File: src/rtl/dot_seq_pkg.sv
// Shared types and constants for the dot-product operand sequencer.
package dot_seq_pkg;

  typedef enum logic [2:0] {
    ST_IDLE,
    ST_CLEAR,
    ST_ISSUE,
    ST_DRAIN,
    ST_DONE
  } state_t;

  localparam logic [15:0] FP16_ZERO  = 16'h0000;
  localparam int          REG_SIZE_D = 16;
  localparam int          DEPTH_D    = 8;
  localparam int          HOLD_D     = 10;
  localparam int          DRAIN_D    = 10;

endpackage

File: src/rtl/dot_pair_buf.sv
// Operand-pair register file: one write port, one asynchronous read port.
module dot_pair_buf #(
  parameter int REG_SIZE = 16,
  parameter int DEPTH    = 8,
  parameter int ADDR_W   = 3
) (
  input  logic                clk,
  input  logic                i_wr_en,
  input  logic [ADDR_W-1:0]   i_wr_addr,
  input  logic [REG_SIZE-1:0] i_wr_a,
  input  logic [REG_SIZE-1:0] i_wr_b,
  input  logic [ADDR_W-1:0]   i_rd_addr,
  output logic [REG_SIZE-1:0] o_rd_a,
  output logic [REG_SIZE-1:0] o_rd_b
);

  // Contents survive reset; the sequencer's count decides what is valid.
  logic [DEPTH-1:0][2*REG_SIZE-1:0] r_mem;

  always_ff @(posedge clk) begin
    if (i_wr_en) r_mem[i_wr_addr] <= {i_wr_a, i_wr_b};
  end

  assign {o_rd_a, o_rd_b} = r_mem[i_rd_addr];

endmodule

File: src/rtl/dot_operand_sequencer.sv
// Buffers operand pairs and streams them into the dot-product unit, one pair
// per HOLD window, then drains the pipeline and captures the result.
module dot_operand_sequencer
  import dot_seq_pkg::*;
#(
  parameter int REG_SIZE = REG_SIZE_D,
  parameter int DEPTH    = DEPTH_D,
  parameter int ADDR_W   = 3,
  parameter int HOLD     = HOLD_D,
  parameter int DRAIN    = DRAIN_D
) (
  input  logic                clk_44,
  input  logic                reset_44,
  input  logic                wr_en_44,
  input  logic [REG_SIZE-1:0] wr_a_44,
  input  logic [REG_SIZE-1:0] wr_b_44,
  output logic                wr_full_44,
  output logic [ADDR_W:0]     count_44,
  input  logic                start_44,
  output logic                busy_44,
  output logic [REG_SIZE-1:0] op_a_44,
  output logic [REG_SIZE-1:0] op_b_44,
  output logic                dot_rst_n_44,
  input  logic [REG_SIZE-1:0] dot_res_44,
  output logic [REG_SIZE-1:0] result_44,
  output logic                done_44
);

  localparam int CW = ADDR_W + 1;
  localparam int HW = $clog2(HOLD + 1);
  localparam int DW = $clog2(DRAIN + 1);
  localparam logic [REG_SIZE-1:0] ZERO = REG_SIZE'(FP16_ZERO);

  state_t              r_state;
  logic [CW-1:0]       r_count;
  logic [ADDR_W-1:0]   r_wr_ptr;
  logic [ADDR_W-1:0]   r_rd_ptr;
  logic [HW-1:0]       r_hold;
  logic [DW-1:0]       r_drain;
  logic [REG_SIZE-1:0] r_op_a, r_op_b, r_result;
  logic                r_busy, r_done, r_dot_rst_n;

  logic                w_full, w_wr_acc, w_last;
  logic [CW-1:0]       w_cnt_nxt;
  logic [ADDR_W-1:0]   w_rd_addr;
  logic [REG_SIZE-1:0] w_rd_a, w_rd_b;

  assign w_full    = (r_count == CW'(DEPTH)) | r_busy;
  assign w_wr_acc  = wr_en_44 & ~w_full & (r_state == ST_IDLE);
  assign w_cnt_nxt = r_count + CW'(w_wr_acc);
  // Read port looks one entry ahead so the next pair is ready at the window edge.
  assign w_rd_addr = (r_state == ST_ISSUE) ? r_rd_ptr + ADDR_W'(1) : '0;
  assign w_last    = ({1'b0, r_rd_ptr} + CW'(1)) == r_count;

  dot_pair_buf #(
    .REG_SIZE(REG_SIZE),
    .DEPTH   (DEPTH),
    .ADDR_W  (ADDR_W)
  ) u_buf (
    .clk      (clk_44),
    .i_wr_en  (w_wr_acc),
    .i_wr_addr(r_wr_ptr),
    .i_wr_a   (wr_a_44),
    .i_wr_b   (wr_b_44),
    .i_rd_addr(w_rd_addr),
    .o_rd_a   (w_rd_a),
    .o_rd_b   (w_rd_b)
  );

  always_ff @(posedge clk_44 or negedge reset_44) begin
    if (!reset_44) begin
      r_state     <= ST_IDLE;
      r_count     <= '0;
      r_wr_ptr    <= '0;
      r_rd_ptr    <= '0;
      r_hold      <= '0;
      r_drain     <= '0;
      r_op_a      <= ZERO;
      r_op_b      <= ZERO;
      r_result    <= ZERO;
      r_busy      <= 1'b0;
      r_done      <= 1'b0;
      r_dot_rst_n <= 1'b1;
    end else begin
      r_done      <= 1'b0;
      r_dot_rst_n <= 1'b1;
      if (w_wr_acc) begin
        r_wr_ptr <= r_wr_ptr + ADDR_W'(1);
        r_count  <= w_cnt_nxt;
      end
      case (r_state)
        ST_IDLE: begin
          // A same-cycle write is already folded into w_cnt_nxt.
          if (start_44) begin
            r_busy <= 1'b1;
            if (w_cnt_nxt != '0) begin
              r_state     <= ST_CLEAR;
              r_dot_rst_n <= 1'b0;
              r_op_a      <= ZERO;
              r_op_b      <= ZERO;
              r_rd_ptr    <= '0;
            end else begin
              r_state  <= ST_DONE;
              r_done   <= 1'b1;
              r_result <= ZERO;
            end
          end
        end
        ST_CLEAR: begin
          r_state <= ST_ISSUE;
          r_op_a  <= w_rd_a;
          r_op_b  <= w_rd_b;
          r_hold  <= '0;
        end
        ST_ISSUE: begin
          if (r_hold == HW'(HOLD - 1)) begin
            r_hold <= '0;
            if (w_last) begin
              r_state <= ST_DRAIN;
              r_op_a  <= ZERO;
              r_op_b  <= ZERO;
              r_drain <= '0;
            end else begin
              r_rd_ptr <= r_rd_ptr + ADDR_W'(1);
              r_op_a   <= w_rd_a;
              r_op_b   <= w_rd_b;
            end
          end else begin
            r_hold <= r_hold + HW'(1);
          end
        end
        ST_DRAIN: begin
          if (r_drain == DW'(DRAIN - 1)) begin
            r_result <= dot_res_44;
            r_done   <= 1'b1;
            r_state  <= ST_DONE;
          end else begin
            r_drain <= r_drain + DW'(1);
          end
        end
        ST_DONE: begin
          r_busy   <= 1'b0;
          r_count  <= '0;
          r_wr_ptr <= '0;
          r_rd_ptr <= '0;
          r_state  <= ST_IDLE;
        end
        default: r_state <= ST_IDLE;
      endcase
    end
  end

  assign wr_full_44   = w_full;
  assign count_44     = r_count;
  assign busy_44      = r_busy;
  assign op_a_44      = r_op_a;
  assign op_b_44      = r_op_b;
  assign dot_rst_n_44 = r_dot_rst_n;
  assign result_44    = r_result;
  assign done_44      = r_done;

endmodule

File: config.mk
export PLATFORM = sky130hd
export DESIGN_NAME = dot_operand_sequencer
export DESIGN_NICKNAME = d
export VERILOG_FILES = /design/src/rtl/dot_seq_pkg.sv /design/src/rtl/dot_pair_buf.sv /design/src/rtl/dot_operand_sequencer.sv
export SDC_FILE = /design/constraint.sdc
export NUM_CORES = 1
export LEC_CHECK = 0
export BUFFER_PORTS_ARGS = -buffer_cell sky130_fd_sc_hd__buf_2
export CAP_MARGIN = 15
export CORE_MARGIN = 1.5
export CORE_UTILIZATION = 45
export CTS_CLUSTER_SIZE = 8
export DETAILED_ROUTE_END_ITERATION = 7
export GPL_ROUTABILITY_DRIVEN = 0
export PLACE_DENSITY_LB_ADDON = 0.08
export SKIP_CTS_REPAIR_TIMING = 1
export SYNTH_ARGS = -nofsm -noshare
export SYNTH_HDL_FRONTEND = slang
export SYNTH_HIERARCHICAL = 1
export SYNTH_SLANG_ARGS = --single-unit
File: constraint.sdc
create_clock -name clk_44 -period 9.5 [get_ports clk_44]
set_clock_uncertainty 0.2 [all_clocks]
set_input_delay 0 -clock clk_44 [delete_from_list [all_inputs] [get_ports clk_44]]
set_output_delay 0 -clock clk_44 [all_outputs]
set_load 0.01 [all_outputs]
==> results.txt, run 1 <==
Vias/cell -> 5.494
TritonCTS Sinks -> 328
Clk buf depth -> 3
FF-to-FF End -> result_44[8]$_DFFE_PN0P_
Fin nets -> 908
Area share of the largest cell type after synthesis -> 0.5919
# port buffers -> 107
Antenna-violating nets left -> 0
Die area -> 29890 µm²
Root Buffer -> clkbuf_16
Ports -> 108
Initial antenna violation count -> 1
Final WL -> 28400 µm
Sequential-to-total area share from yosys stat -> 0.7307
Kind of critical path -> reg -> reg
First-pass GRT wire length -> 42820 µm
Gr usage total -> 0.1897
Final Power -> 4.152 mW
DIE WIDTH -> 172.9 µm
Syn. warnings -> 6
Cts bufs inserted -> 46
Pre-CTS WS -> 5.597 ns
Std cell rows -> 62
DRT iter0 DRCs -> 432
Die Ht -> 172.9 µm
Ratio of cells with drive above 1 in the final layout -> 0.3118
Inst Count DP -> 1115
Final setup vio count -> 0
Via count -> 6961
Core ar. -> 28550 µm²
Vias in the first global route -> 7206
Worst Hold Class -> in -> reg
Synth Area per Inst -> 20.20 µm²
Syn Inst Count -> 643
Power density over the cells -> 259.8 nW/µm²
RR Startpoint -> r_state[0]$_DFFE_PN0P_
Max VDD drop -> 142.2 µV
Worst-path clk slew -> 0.05 ns
Status -> completed
Min Tclk post-route -> 4.039 ns
FMAX -> 247.6 MHz
CP endpoint -> result_44[8]$_DFFE_PN0P_
EDFF count, synth -> 256
Reg2Reg Setup Slack -> 5.46 ns
H-tree levels -> 2
Worst Setup SP -> r_state[0]$_DFFE_PN0P_
Most frequent cell after synthesis -> edfxtp_1
Placed instance area -> 13980 µm²
Least-Margin Pin Slew -> 0.9676 ns
MaxCap Viol Count -> 0
LEAKAGE -> 5.871 nW
Worst relative slew slack -> 0.3549
Mapped cell area -> 12990 µm²
Critical path peak fanout -> 18
#FFs+latches synth -> 328
Final Max Slew Viols -> 0
Critical path startpoint category -> flip-flop
Design Area, Final -> 15980 µm²
Library cells used by synthesis -> 53
Asr flop ratio synth -> 0.2195
Clk_lat worst skew -> 0.53 ns
Worst reg2reg path depth -> 10
Hold Vio Cnt, Final -> 0
RSZ-0062 raised after global routing -> no
Final worst path period share -> 0.4252
Synth Flop Type -> edfxtp_1
Initial Util -> 0.4549
Mapped Nets -> 703
Largest net degree at the start of global routing -> 65
Fillers -> 2238
Setup WS post-layout -> 5.461 ns
Synth cell count leaders -> edfxtp_1 (256), dfrtp_1 (71), mux4_1 (40)
Layout area overhead -> 23.06%
Worst Path Arrival -> 4.30 ns
CTS tree -> done
Final Non-Filler Cells -> 1267
Setup crit end kind -> flip-flop
Routed WL per cell -> 22.41 µm
HPWL Detailed -> 14100 µm
Final TNS setup -> 0 ns
Slowest stage cell, crit path -> nor3_1
Crit path largest cell delay -> 0.60 ns
Grt total ovfl -> 0
Cell mode on critical path -> ha_1
Synth area leaders -> edfxtp_1 (59%), dfrtp_1 (14%), mux4_1 (8.1%)
Initial DRT Pass Iterations -> 4
DR DRC count -> 0
Area leader, netlist -> edfxtp_1
Required @ worst endpoint -> 9.77 ns
Cells along the critical path -> nor3_1 -> and4bb_2 -> ha_1 -> ha_1 -> xnor2_1 -> o211ai_1 -> inv_1 -> a31oi_4 -> a22o_1 -> dlygate4sd3_1
## worst min-delay path by stage
stage                            endpoint  slack [ns]  depth (start not counted)   startpoint
2_1_floorplan         busy_44$_DFFE_PN0P_       -0.50                          0     reset_44
3_3_place_gp      count_44[2]$_DFFE_PN0P_       -0.25                          1     reset_44
3_5_place_dp      count_44[2]$_DFFE_PN0P_       -0.26                          1     reset_44
4_1_cts           count_44[2]$_DFFE_PN0P_       -0.81                          1     reset_44
5_1_grt         u_buf/r_mem[49]$_DFFE_PP_        0.08                          2   wr_a_44[1]
6_report       u_buf/r_mem[170]$_DFFE_PP_        0.07                          2  wr_b_44[10]
## layout make-up
class | instances | area (µm²) | share of cell area
Clock inverter | 1 | 16.27 | 0.001018
Timing Repair Buffer | 191 | 1351 | 0.08455
Clock buffer | 81 | 1282 | 0.08024
Tap cell | 384 | 480.5 | 0.03006
Sequential cell | 328 | 9490 | 0.5938
Multi-Input combinational cell | 271 | 3322 | 0.2078
Antenna cell | 1 | 2.502 | 0.0001566
Inverter | 10 | 37.54 | 0.002349
## flip-flops by register name, summed over array words and instances, names as in the netlist
name          cells
u_buf/r_mem     256
dot_rst_n_44      1
count_44          4
r_rd_ptr          3
busy_44           1
op_b_44          16
r_hold            4
done_44           1
r_wr_ptr          3
r_state           3
r_drain           4
result_44        16
op_a_44          16
## where the power goes
part | leakage (nW) | internal [mW] | switching [mW] | total (mW)
clock network | 0.615 | 0.902 | 0.562 | 1.46
logic | 2.01 | 0.435 | 0.477 | 0.913
registers | 3.25 | 1.69 | 0.0876 | 1.78
## metrics by stage
stage          hold WS (ns)  utilization
2_1_floorplan       -0.4956            -
3_3_place_gp        -0.2522       0.4897
3_5_place_dp        -0.2574       0.4897
4_1_cts             -0.8142       0.5352
5_1_grt             0.08397       0.5598
6_report            0.07054       0.5599
## layout by cell type, fill, tap and decap left out, drive strengths merged, types with 4 or more instances in the layout
cell type	instances
edfxtp	256
buf	123
clkbuf	81
dfrtp	71
dlygate4sd3	68
mux4	64
a22o	49
mux2	33
nand2	18
nor2	18
inv	10
o21ai	9
nor3	9
a21oi	8
ha	8
xnor2	5
xor2	5
nand2b	4
nand3	4
## cell families (layout without fill, tap and decap cells)
| logic type | after synthesis | in the layout | share of synthesized area |
|---|---|---|---|
| compound gates | 84 | 84 | 0.05472 |
| xor+xnor | 10 | 10 | 0.006743 |
| fa+ha+maj | 8 | 8 | 0.007707 |
| buf+inv | 44 | 283 | 0.02013 |
| flops | 328 | 328 | 0.7307 |
| mux | 97 | 97 | 0.1512 |
| other cells | 0 | 1 | 0 |
| simple gates | 72 | 72 | 0.02880 |
## worst max-delay path, delay by kind of cell, from the launching register on
family,cells,cell delay (ns)
buffers and inverters,2,0.68
and+or+nand+nor,2,1.11
adders and majority gates,2,0.48
DFF,1,0.56
AOI/OAI and AO/OA,3,0.87
xor gates and xnor gates,1,0.07
## metal layers
layer  GRT usage  wire, µm  part of all wire  up-vias
li1            -         -                 -     3075
met1      0.2518     12280              0.43     3658
met2      0.3157     14150              0.50      185
met3     0.03936      1247             0.044       43
met4     0.06123       717             0.025        0
met5           0         0                 0        -
(Power assumes the default switching activity.)
==> run 2, diff against run 1 <==
- clock period: 9.5 -> 4.15 ns (I/O delays scaled with it)
==> results.txt, run 2 (synthesis gave the netlist of run 1 again) <==
Grt total ovfl -> 0
Least-Margin Pin Slew -> 1.001 ns
Worst relative slew slack -> 0.3330
# port buffers -> 107
Via count -> 6832
Initial antenna violation count -> 0
Final setup vio count -> 0
Std cell rows -> 62
Required @ worst endpoint -> 4.40 ns
TritonCTS Sinks -> 328
Gr usage total -> 0.1846
Initial DRT Pass Iterations -> 6
Hold Vio Cnt, Final -> 14
DRT iter0 DRCs -> 486
Die area -> 29890 µm²
Vias in the first global route -> 6993
RSZ-0062 raised after global routing -> no
Ports -> 108
Max FFs per register -> 256
Critical path peak fanout -> 18
Layout area overhead -> 24.05%
Fillers -> 2216
Worst reg2reg path depth -> 10
Commonest non-fill, non-tap cell in the layout -> edfxtp_1
Clk_lat worst skew -> 0.53 ns
Cts bufs inserted -> 46
Worst Hold Class -> in -> async
Kind of critical path -> reg -> reg
Fin Hold WS -> -0.007643 ns
Power density over the cells -> 594.2 nW/µm²
Routed WL per cell -> 21.58 µm
MaxCap Viol Count -> 0
Setup crit end kind -> flip-flop
Min Tclk post-route -> 3.833 ns
Final WL -> 27530 µm
Most frequent cells in the layout -> edfxtp_1 (256), buf_2 (106), dfrtp_1 (71), dlygate4sd3_1 (67), clkbuf_16 (46)
Register name with the most flops -> u_buf/r_mem
DIE WIDTH -> 172.9 µm
Worst-path clk slew -> 0.05 ns
Status -> complete, but fails checks
Ant diodes -> 0
Initial Util -> 0.4549
Reg2Reg Setup Slack -> 0.32 ns
Design Area, Final -> 16110 µm²
Worst Path Arrival -> 4.08 ns
CTS tree -> done
HPWL Detailed -> 15130 µm
Failing checks -> hold timing
Max VDD drop -> 343.2 µV
Clk buf depth -> 3
Final worst path period share -> 0.9236
Ratio of cells with drive above 1 in the final layout -> 0.3184
H-tree levels -> 2
DR DRC count -> 0
Die Ht -> 172.9 µm
Final Core Density -> 0.5643
RR Startpoint -> r_state[0]$_DFFE_PN0P_
Vias/cell -> 5.354
Fin nets -> 914
FF-to-FF End -> result_44[0]$_DFFE_PN0P_
Placed instance area -> 14120 µm²
First-pass GRT wire length -> 41630 µm
Root Buffer -> clkbuf_16
Largest net degree at the start of global routing -> 73
LEAKAGE -> 5.922 nW
Core ar. -> 28550 µm²
FMAX -> 260.9 MHz
Final Power -> 9.573 mW
Critical path startpoint category -> flip-flop
Antenna-violating nets left -> 0
Final TNS setup -> 0 ns
Final Max Slew Viols -> 0
-- run 2: cell count changes in the layout (fill, tap and decap cells not counted), moves of 2 or more --
cell / change
buf_12: +4
buf_4: +3
clkbuf_1: +2
inv_6: +2
nor3_2: -2
nor3_4: +2
-- run 2: through the flow --
stage	instances	setup slack, ns
floorplan	643	0.6683
global placement	1123	0.9358
detailed placement	1123	0.8136
CTS	1209	0.7848
global route	1276	0.07057
finish	1276	0.3172
-- run 2: area by class of cell --
cell class / count / area (µm²) / area share
Clock buffer: 83 / 1290 / 0.08007
Timing Repair Buffer: 197 / 1444 / 0.08962
Tap cell: 384 / 480.5 / 0.02982
Clock inverter: 3 / 33.78 / 0.002097
Sequential cell: 328 / 9490 / 0.5891
Inverter: 10 / 37.54 / 0.002330
Multi-Input combinational cell: 271 / 3334 / 0.2070
-- run 2: metal layers --
layer	up-vias	part of all wire	GRT usage
met4	0	0.019	0.05145
li1	3093	-	-
met5	-	0	0
met1	3538	0.45	0.2515
met3	45	0.040	0.03738
met2	156	0.49	0.3046
-- run 2: report_power, final --
part / switching, mW / internal [mW] / total [mW]
logic: 1.10 / 1.03 / 2.13
registers: 0.197 / 3.86 / 4.06
clock network: 1.30 / 2.08 / 3.38
total: 2.60 / 6.98 / 9.57
-- run 2: worst max-delay path by stage --
stage | cells past startpoint | endpoint | startpoint | slack, ns
finish | 10 | result_44[0]$_DFFE_PN0P_ | r_state[0]$_DFFE_PN0P_ | 0.32
global route | 10 | result_44[0]$_DFFE_PN0P_ | r_state[0]$_DFFE_PN0P_ | 0.07
CTS | 10 | op_a_44[0]$_DFFE_PN0P_ | r_state[0]$_DFFE_PN0P_ | 0.78
detailed placement | 10 | op_a_44[6]$_DFFE_PN0P_ | r_state[0]$_DFFE_PN0P_ | 0.81
global placement | 10 | op_a_44[7]$_DFFE_PN0P_ | r_state[0]$_DFFE_PN0P_ | 0.94
floorplan | 6 | u_buf/r_mem[160]$_DFFE_PP_ | r_state[2]$_DFFE_PN0P_ | 0.67
-- run 2: critical path: stages, from the launching register on --
cell           delay (ns)
dfrtp_1              0.57
nor3_1               0.59
and4bb_2             0.35
ha_1                 0.22
ha_1                 0.20
xnor2_1              0.08
o211ai_1             0.13
inv_1                0.11
a31oi_4              0.49
a22o_1               0.23
dlygate4sd3_1        0.57
